$ cat config.mk
export PLATFORM = sky130hd
export DESIGN_NAME = dma_mch_ctrl
export DESIGN_NICKNAME = d
export VERILOG_FILES = /design/src/rtl/dma_mch_ctrl.sv
export SDC_FILE = /design/constraint.sdc
export NUM_CORES = 2
export LEC_CHECK = 0
export CAP_MARGIN = 15
export CORE_ASPECT_RATIO = 1.75
export CORE_MARGIN = 2
export CORE_UTILIZATION = 55
export DETAILED_ROUTE_END_ITERATION = 6
export HOLD_SLACK_MARGIN = 0.12
export PLACE_DENSITY = 0.79
export SYNTH_ARGS = -nofsm -noshare
export SYNTH_HDL_FRONTEND = slang
export SYNTH_SLANG_ARGS = --single-unit
$ cat constraint.sdc
create_clock -name clk -period 68.5 [get_ports clk]
set_input_delay 6.85 -clock clk [delete_from_list [all_inputs] [get_ports clk]]
set_output_delay 6.85 -clock clk [all_outputs]
set_load 0.02 [all_outputs]
$ cat src/rtl/dma_mch_ctrl.sv
// Multi-channel DMA controller: CPU register map, per-channel IDLE/ACTIVE/DRAIN
// sequencers and a fixed/round-robin beat arbiter on a valid/ack transfer port.
module dma_mch_ctrl #(
  parameter int          NUM_CH    = 4,
  parameter int          CNT_W     = 16,
  parameter logic [31:0] BASE_ADDR = 32'h400,
  parameter logic [31:0] ADDR_INC  = 32'd4
) (
  input  logic                                    clk,
  input  logic                                    rst,
  input  logic                                    wr_en,
  input  logic                                    rd_en,
  input  logic [31:0]                             addr,
  input  logic [31:0]                             wdata,
  output logic [31:0]                             rdata,
  output logic                                    rvalid,
  output logic                                    irq,
  output logic [NUM_CH-1:0]                       ch_busy,
  output logic                                    xfer_req,
  output logic [((NUM_CH > 1) ? $clog2(NUM_CH) : 1)-1:0] xfer_ch,
  output logic [31:0]                             xfer_src,
  output logic [31:0]                             xfer_dst,
  input  logic                                    xfer_ack
);
  localparam int CH_W = (NUM_CH > 1) ? $clog2(NUM_CH) : 1;

  typedef enum logic [1:0] {S_IDLE, S_ACTIVE, S_DRAIN} ch_state_t;

  logic              r_en, r_arb_rr, r_req, r_rvalid;
  logic [NUM_CH-1:0] r_girq, r_mask, r_auto, r_done, r_abt;
  logic [CH_W-1:0]   r_ch, r_rr_ptr;
  logic [31:0]       r_xsrc, r_xdst, r_rdata;
  ch_state_t         r_state   [NUM_CH];
  logic [CNT_W-1:0]  r_len     [NUM_CH];
  logic [CNT_W-1:0]  r_cnt     [NUM_CH];
  logic [31:0]       r_src     [NUM_CH];
  logic [31:0]       r_dst     [NUM_CH];
  logic [31:0]       r_cur_src [NUM_CH];
  logic [31:0]       r_cur_dst [NUM_CH];

  logic [31:0]       w_off, w_rdata, w_gsrc, w_gdst;
  logic [26:0]       w_blk;
  logic [4:0]        w_reg;
  logic              w_glb;
  logic [CH_W-1:0]   w_grant;
  logic [NUM_CH-1:0] w_sel, w_start, w_abort, w_out, w_ack, w_set, w_clr, w_elig, w_ndone, w_nabt;
  ch_state_t         w_nst  [NUM_CH];
  logic [CNT_W-1:0]  w_ncnt [NUM_CH];
  logic [31:0]       w_nsrc [NUM_CH];
  logic [31:0]       w_ndst [NUM_CH];

  // Fixed mode: lowest index; round-robin: first eligible after the last grant.
  function automatic logic [CH_W-1:0] f_pick(input logic [NUM_CH-1:0] el, input logic rr,
                                             input logic [CH_W-1:0] ptr);
    logic [CH_W-1:0]   g;
    logic [NUM_CH-1:0] sh;
    logic              found;
    int                idx;
    g     = '0;
    found = 1'b0;
    for (int k = 0; k < NUM_CH; k++) begin
      idx = rr ? (int'(ptr) + 1 + k) % NUM_CH : k;
      sh  = el >> idx;
      if (!found && sh[0]) begin
        found = 1'b1;
        g     = CH_W'(idx);
      end
    end
    return g;
  endfunction

  assign w_off = addr - BASE_ADDR;
  assign w_blk = w_off[31:5];
  assign w_reg = w_off[4:0];
  assign w_glb = (w_blk == '0);
  assign w_clr = (wr_en && w_glb && w_reg == 5'h04) ? wdata[NUM_CH-1:0] : '0;

  always_comb begin
    w_sel = '0; w_start = '0; w_abort = '0; w_out = '0; w_ack = '0;
    w_set = '0; w_elig = '0; w_ndone = r_done; w_nabt = r_abt;
    for (int n = 0; n < NUM_CH; n++) begin
      w_sel[n]   = (w_blk == 27'(n + 1));
      w_start[n] = wr_en && w_sel[n] && (w_reg == 5'h00) && wdata[0];
      w_abort[n] = wr_en && w_sel[n] && (w_reg == 5'h00) && wdata[1];
      w_out[n]   = r_req && (r_ch == CH_W'(n));
      w_ack[n]   = w_out[n] && xfer_ack;
      w_nst[n]   = r_state[n];
      w_ncnt[n]  = r_cnt[n];
      w_nsrc[n]  = r_cur_src[n];
      w_ndst[n]  = r_cur_dst[n];
      if (r_state[n] != S_IDLE && w_ack[n]) begin
        w_ncnt[n] = r_cnt[n] + CNT_W'(1);
        w_nsrc[n] = r_cur_src[n] + ADDR_INC;
        w_ndst[n] = r_cur_dst[n] + ADDR_INC;
      end
      case (r_state[n])
        S_IDLE: begin
          if (w_start[n] && r_len[n] != '0) begin
            w_nst[n] = S_ACTIVE; w_ncnt[n] = '0;
            w_nsrc[n] = r_src[n]; w_ndst[n] = r_dst[n];
            w_ndone[n] = 1'b0; w_nabt[n] = 1'b0;
          end else if (w_start[n]) begin
            w_ndone[n] = 1'b1; w_set[n] = 1'b1;
          end
        end
        S_ACTIVE: begin
          // An abort that lands on the ack edge counts the beat and stops without draining.
          if (w_abort[n]) begin
            if (w_out[n] && !xfer_ack) w_nst[n] = S_DRAIN;
            else begin w_nst[n] = S_IDLE; w_nabt[n] = 1'b1; end
          end else if (w_ack[n] && (r_cnt[n] + CNT_W'(1) == r_len[n])) begin
            w_ndone[n] = 1'b1; w_set[n] = 1'b1;
            if (r_auto[n]) begin
              w_ncnt[n] = '0; w_nsrc[n] = r_src[n]; w_ndst[n] = r_dst[n];
            end else w_nst[n] = S_IDLE;
          end
        end
        S_DRAIN: if (w_ack[n]) begin w_nst[n] = S_IDLE; w_nabt[n] = 1'b1; end
        default: w_nst[n] = S_IDLE;
      endcase
      w_elig[n] = (r_state[n] == S_ACTIVE) && (w_nst[n] == S_ACTIVE) && (w_ncnt[n] != r_len[n]);
    end
  end

  always_comb begin
    w_grant = f_pick(w_elig, r_arb_rr, r_rr_ptr);
    w_gsrc  = '0;
    w_gdst  = '0;
    for (int n = 0; n < NUM_CH; n++)
      if (w_grant == CH_W'(n)) begin w_gsrc = w_nsrc[n]; w_gdst = w_ndst[n]; end
  end

  always_comb begin
    w_rdata = '0;
    if (w_glb)
      case (w_reg)
        5'h00:   w_rdata = {30'b0, r_arb_rr, r_en};
        5'h04:   w_rdata = 32'(r_girq);
        5'h08:   w_rdata = 32'(r_mask);
        default: w_rdata = '0;
      endcase
    for (int n = 0; n < NUM_CH; n++)
      if (w_sel[n])
        case (w_reg)
          5'h00:   w_rdata = {29'b0, r_auto[n], 2'b00};
          5'h04:   w_rdata = 32'(r_len[n]);
          5'h08:   w_rdata = r_src[n];
          5'h0C:   w_rdata = r_dst[n];
          5'h10:   w_rdata = {29'b0, r_abt[n], r_done[n], r_state[n] != S_IDLE};
          5'h14:   w_rdata = 32'(r_cnt[n]);
          default: w_rdata = '0;
        endcase
  end

  always_ff @(posedge clk or posedge rst) begin
    if (rst) begin
      r_en <= 1'b0; r_arb_rr <= 1'b0; r_req <= 1'b0; r_rvalid <= 1'b0;
      r_girq <= '0; r_mask <= '0; r_auto <= '0; r_done <= '0; r_abt <= '0;
      r_ch <= '0; r_rr_ptr <= CH_W'(NUM_CH - 1);
      r_xsrc <= '0; r_xdst <= '0; r_rdata <= '0;
      for (int n = 0; n < NUM_CH; n++) begin
        r_state[n] <= S_IDLE; r_len[n] <= '0; r_cnt[n] <= '0;
        r_src[n] <= '0; r_dst[n] <= '0; r_cur_src[n] <= '0; r_cur_dst[n] <= '0;
      end
    end else begin
      if (wr_en && w_glb && w_reg == 5'h00) begin r_en <= wdata[0]; r_arb_rr <= wdata[1]; end
      if (wr_en && w_glb && w_reg == 5'h08) r_mask <= wdata[NUM_CH-1:0];
      r_girq <= (r_girq & ~w_clr) | w_set;
      r_done <= w_ndone;
      r_abt  <= w_nabt;
      for (int n = 0; n < NUM_CH; n++) begin
        r_state[n] <= w_nst[n]; r_cnt[n] <= w_ncnt[n];
        r_cur_src[n] <= w_nsrc[n]; r_cur_dst[n] <= w_ndst[n];
        if (wr_en && w_sel[n]) begin
          if (w_reg == 5'h00) r_auto[n] <= wdata[2];
          if (r_state[n] == S_IDLE)
            case (w_reg)
              5'h04:   r_len[n] <= wdata[CNT_W-1:0];
              5'h08:   r_src[n] <= wdata;
              5'h0C:   r_dst[n] <= wdata;
              default: ;
            endcase
        end
      end
      // Beat port only moves when idle or on an ack, so it stays stable while waiting.
      if (!r_req || xfer_ack) begin
        if (r_en && (|w_elig)) begin
          r_req <= 1'b1; r_ch <= w_grant; r_rr_ptr <= w_grant;
          r_xsrc <= w_gsrc; r_xdst <= w_gdst;
        end else r_req <= 1'b0;
      end
      r_rvalid <= rd_en;
      if (rd_en) r_rdata <= w_rdata;
    end
  end

  always_comb begin
    ch_busy = '0;
    for (int n = 0; n < NUM_CH; n++) ch_busy[n] = (r_state[n] != S_IDLE);
  end

  assign irq      = |(r_girq & r_mask);
  assign rdata    = r_rdata;
  assign rvalid   = r_rvalid;
  assign xfer_req = r_req;
  assign xfer_ch  = r_ch;
  assign xfer_src = r_xsrc;
  assign xfer_dst = r_xdst;
endmodule
# Word level (Yosys, flattened, before mapping)
# Index checks and enable logic that the tools add are counted.
[totals] word_cells=451 output_inout_bits=105 reg_bits=772 in_bits=69
[op_classes] shift=4 eq_ne=63 bitwise=8 n_reduce_logical=117 addsub=17 mux=191
[op_table] cell="$mux 32" n=56
[op_table] cell="$pmux 32 s6" n=4
[op_table] cell="$pmux 32 s2" n=8
[op_table] cell="$mux 16" n=20
[op_table] cell="$add 32x3->32 const B" n=8
[op_table] cell="$pmux 16 s2" n=4
[op_table] cell="$shr 4x32->1" n=4
[op_table] cell="$add 16x1->16 const B" n=4
[op_table] cell="$eq 16x16->1" n=4
[op_table] cell="$ne 16x16->1" n=4
[op_table] cell="$reduce_bool 16->1" n=4
[op_table] cell="$logic_and 1x1->1" n=56
[op_table] cell="$mux 2" n=28
[op_table] cell="$eq 27x2->1 const B" n=2
[op_table] cell="$mux 1" n=52
[op_table] cell="$ne 2x2->1 const B" n=24
[op_table] cell="$reduce_and 3->1" n=12
[op_table] cell="$sub 32x11->32 const B" n=1
[op_table] cell="$eq 27x1->1 const B" n=1
[op_table] cell="$eq 27x3->1 const B" n=1
[op_table] cell="$logic_not 27->1" n=1
[op_table] cell="$pmux 2 s3" n=4
[op_table] cell="$eq 2x1->1 const B" n=10
[op_table] cell="$reduce_and 5->1" n=4
[op_table] cell="25 further kinds" n=84

# Longest topological paths before layout
[depth] word_depth=27 depth_mapped=22 depth_no_buf=17

# Worst setup path before layout
# Ideal clock, no wire load.
[synth_path] path_type="in2reg" from="in addr[13]" to="reg r_xdst[11], in the netlist xfer_dst[11]" slack_ns=57.021 required_time_ns=68.374 path_buffers=3 arrival_ns=11.353 setup_ns=0.126 cell_stages=17 cell_sequence="or4_1 buf_2 or4_4 a21oi_4 o211ai_2 nor2_4 nand3_2 or4_1 a221oi_2 and4bb_1 and2_1 a32oi_1 o22ai_2 buf_6 buf_2 mux2_2 a221o_1"
[synth_lines] item="start, declared" line_no="13" text="input logic [31:0] addr,"
[synth_lines] item="end signal, assigned" line_no="189" text="r_xsrc <= w_gsrc; r_xdst <= w_gdst;"
[synth_lines] item="end, declared" line_no="32" text="logic [31:0] r_xsrc, r_xdst, r_rdata;"

# Worst setup path in the final report
[layout_path] from="in xfer_ack" to="reg r_xsrc[13], in the netlist xfer_src[13]"
[layout_via] elab_chain_len=25 elab_cells_between_ends=130 cone_classes="eq/ne: 11; shift: 4; mux: 79; reduce/logical: 36"
[layout_lines] item="start, declared" line_no="23" text="input logic xfer_ack"
[layout_lines] item="$logic_and 1x1->1" line_no="86" text="w_ack[n] = w_out[n] && xfer_ack;"
[layout_lines] item="$logic_and 1x1->1" line_no="91" text="if (r_state[n] != S_IDLE && w_ack[n]) begin"
[layout_lines] item="$mux 16" line_no="91"
[layout_lines] item="$mux 16" line_no="113" text="if (r_auto[n]) begin"
[layout_lines] item="$mux 16" line_no="111" text="end else if (w_ack[n] && (r_cnt[n] + CNT_W'(1) == r_len[n])) begin"
[layout_lines] item="$mux 16" line_no="108" text="if (w_abort[n]) begin"
[layout_lines] item="$pmux 16 s2" line_no="96" text="case (r_state[n])"
[layout_lines] item="$ne 16x16->1" line_no="121" text="w_elig[n] = (r_state[n] == S_ACTIVE) && (w_nst[n] == S_ACTIVE) && (w_ncnt[n] != r_len[n]);"
[layout_lines] item="[... 6 more ...]"
[layout_lines] item="$logic_not 1->1" line_no="64" text="if (!found && sh[0]) begin"
[layout_lines] item="$logic_and 1x1->1" line_no="64"
[layout_lines] item="$mux 1" line_no="64"
[layout_lines] item="$logic_not 1->1" line_no="64"
[layout_lines] item="$logic_and 1x1->1" line_no="64"
[layout_lines] item="$mux 2" line_no="64"
[layout_lines] item="$logic_not 2->1" line_no="130" text="if (w_grant == CH_W'(n)) begin w_gsrc = w_nsrc[n]; w_gdst = w_ndst[n]; end"
[layout_lines] item="$mux 32 (4 in series)" line_no="130"
[layout_lines] item="end signal, assigned" line_no="189"
[layout_lines] item="end, declared" line_no="32"
# Parallel ways exist; a longest one is shown, timed or not.
# A chain may end at the register's enable or synchronous reset.

==> impl_metrics.yaml <==
outcome:
  status: "finished, violations left"
  violations: "DRC"
clock_network:
  cts.clk_slew.worst_paths_ps: 70
  cts-root-buf: "clkbuf_16"
  cts-buffers-inserted: 72
  post-cts-setup-buffers: 0
  holdBufCountCts: 0
  cts_tree: "done"
  clk_path_buf_depth: 3
  htreeDepth: 3
  clock_sinks: 772
  cts_resized: 0
  clock_latency_ps: 700
critical_path:
  crit_path_start_kind: "input port"
  cp-end-kind: "flop"
  critical_path_class: "input port to flop"
  critPathArrivalTime_ps: 14250
  critPathSlowestCell: "nand4b_1"
  max_stage_delay_ps: 780
  crit_top_cell: "buf_4"
  critical_path.cell_chain: "clkdlybuf4s50_1 > nand4b_1 > a2111oi_0 > o2111ai_1 > a211oi_1 > nand4_1 > a21oi_1 > and3_2 > buf_4 > o21ai_0 > a31oi_1 > o31ai_1 > a21oi_1 > o22ai_4 > buf_4 > buf_4 > nor2b_1 > inv_1 > o211ai_1"
  cp_max_fo: 77
  required_ps: 69090
drt:
  final_antenna_net_count: 0
  vias: 38700
  first_iter_violations: 4509
  first_pass_iters: 7
  totalWireLength_mm: 175
  routedWlPerCell_um: 31.3
  vias_per_cell: 6.90
  drc: 25
yosys:
  synthArstFlopShare_pct: 100
  ys_types: 113
  syn_inst: 4517
  avgSynthCellArea_um2: 9.70
  ys_seq_area_share_pct: 44.1
  synth-seq-cells: 772
  synthesis.area_um2: 43800
  synth_edf_count: 0
  syn_nets: 4618
  ys.flop_type: "dfrtp_1"
  synth_warnings: 0
grt:
  grt_overflow: 0
  grt_util_all_layers_pct: 42.8
  grt_max_degree: 201
  grt_pass1_vias: 37500
  antenna_found_initial: 12
  grt_pass1_wl_mm: 254
power:
  peakVddDrop_mv: 0.0232
  p_per_area_nw_per_um2: 19.1
  p_seq_share_pct: 49.4
  internal_power_mw: 0.708
  swShare_pct: 23.6
  p_switching_mw: 0.219
  finalPower_mw: 0.927
  p_leak_nw: 21.2
  pwr-share-clk_pct: 46.8
  pwr-share-comb_pct: 3.8
finish:
  stdcell_area_um2: 48600
  finalNetCount: 4596
  postLayoutCoreUtil_pct: 61.3
  drive_gt1_share_pct: 12.6
  area_growth_pct: 10.9
  fin_cells: 5604
place:
  dpl-instance-area_um2: 46000
  pre_cts_slack_ps: 54330
  port_buffers: 173
  dp_cells: 5457
  place.gp.congestion: 1.02
  dpl.hpwl_mm: 123
timing:
  setup_tns_ps: 0
  finalCriticalPeriod_ps: 13660
  max_slew_margin_pct: 9.53
  layout_setup_ws_ps: 54840
  fmax_mhz: 73.2
  finalMaxSlewViolations: 0
  hold_violations: 0
  max_slew.worst_pin.slew_ps: 1360
  clock_skew_ps: 32.8
  fin_crit_sh_pct: 19.9
  rsz0062_at_grt: "no"
  setup_viol: 0
  holdWs_ps: 509
floorplan:
  start_util_pct: 55.2
  chipHeight_um: 377
  ios: 174
  core_um2: 79400
  die-area_um2: 82000
  die_w_um: 217
  row_count: 137
hold_path:
  hold_class: "flop to flop"
job:
  cap_violations: 0
## layer usage
layer | vias up | global-route usage [%] | share of wire [%]
met1 | 19200 | 45.5 | 33
met2 | 2370 | 68.7 | 47
met5 | - | 0 | 0.033
met3 | 806 | 9.48 | 7.7
li1 | 16300 | - | -
met4 | 10 | 43.4 | 13
## synthesized netlist by cell type (14+ instances only)
cell	count	area (um^2)
a21oi_1	76	380
a221o_1	64	641
a221oi_1	64	561
a22o_1	55	482
a22oi_1	81	608
and2_1	27	169
and3_1	76	475
and4_1	27	236
buf_1	18	67.6
buf_2	22	110
clkbuf_1	262	983
dfrtp_1	770	19300
ha_1	32	400
inv_1	69	259
mux2_2	336	3780
mux2i_1	143	1430
nand2_1	527	1980
nand2b_1	26	163
nand3_1	127	636
nand4_1	59	369
nor2_1	345	1290
nor2b_1	28	175
nor3_1	63	315
nor4_1	64	400
o211ai_1	27	203
o21ai_0	381	1910
o22ai_1	41	257
or3_1	30	188
or4_1	14	105
xnor2_1	200	1750
xor2_1	180	1580
## cell usage in the layout (no fill, tap or decap), types with 64 or more instances in the layout
cell type        netlist  layout
a21oi_1               76      75
a221o_1               64      64
a221oi_1              64      64
a22oi_1               81      81
and3_1                76      73
clkbuf_16              0      73
clkdlybuf4s50_1        0     171
dfrtp_1              770     770
inv_1                 69      68
mux2_2               336     336
mux2i_1              143     143
nand2_1              527     519
nand3_1              127     127
nor2_1               345     342
o21ai_0              381     380
xnor2_1              200     200
xor2_1               180     180
## path summary, 6_finish.rpt
path / startpoint / slack [ps] / cells past startpoint / end
setup reg to reg: xfer_ch[0]$_DFFE_PP0P_ / 60910 / 18 / xfer_src[13]$_DFFE_PP0P_
hold reg to reg: r_cur_src[65]$_DFF_PP0_ / 510 / 1 / r_cur_src[65]$_DFF_PP0_
max in group asynchronous: rst / 59380 / 4 / r_src[55]$_DFFE_PP0P_
hold / removal: r_cur_src[65]$_DFF_PP0_ / 510 / 1 / r_cur_src[65]$_DFF_PP0_
min in group asynchronous: rst / 6720 / 2 / r_cnt[57]$_DFF_PP0_
setup / recovery: xfer_ack / 54840 / 19 / xfer_src[13]$_DFFE_PP0P_
## critical path, delay by kind of cell
kind                   cells  cell delay (ps)
AND/OR/NAND/NOR            4             1870
AO/OA/AOI/OAI             10             3240
buffers and inverters      5             2200
## registers in the layout, indices dropped and copies added (netlist names), 2 cells and up
register / cells
xfer_dst: 32
xfer_src: 32
r_src: 128
r_cnt: 64
r_rr_ptr: 2
r_girq: 4
r_cur_src: 128
r_done: 4
r_dst: 128
r_auto: 4
r_state: 8
rdata: 32
r_cur_dst: 128
r_mask: 4
xfer_ch: 2
r_len: 64
r_abt: 4
## power by group through the flow
stage	Clock, mW	Sequential [mW]	Combinational, mW
5_1_grt	0.451	0.458	0.0373
3_3_place_gp	0	0.466	0.0341
6_report	0.434	0.458	0.0351
4_1_cts	0.434	0.458	0.0344
3_5_place_dp	0	0.466	0.0343
2_1_floorplan	0	0.469	0.0142
## cell type report
| type | instances | area (um^2) |
|---|---|---|
| tap | 1042 | 1300 |
| timing repair buffer | 223 | 2160 |
| inverter | 71 | 274 |
| antenna | 9 | 22.5 |
| multi-input combinational | 3355 | 23100 |
| fill | 6662 | 30700 |
| clock inverter | 26 | 394 |
| clock buffer | 106 | 2060 |
| sequential | 772 | 19300 |
## logic make-up (layout without fill, tap and decap cells)
family	count (synthesis)	after routing	synth area share (%)
other cells	0	9	0
buf+inv	390	426	3.62
xor+xnor	382	382	7.70
simple gates	1485	1485	16.4
fa+ha+maj	32	32	0.914
compound gates	970	970	15.2
flops	772	772	44.1
mux	486	486	12.1
Power figures use the tool's default switching activity.
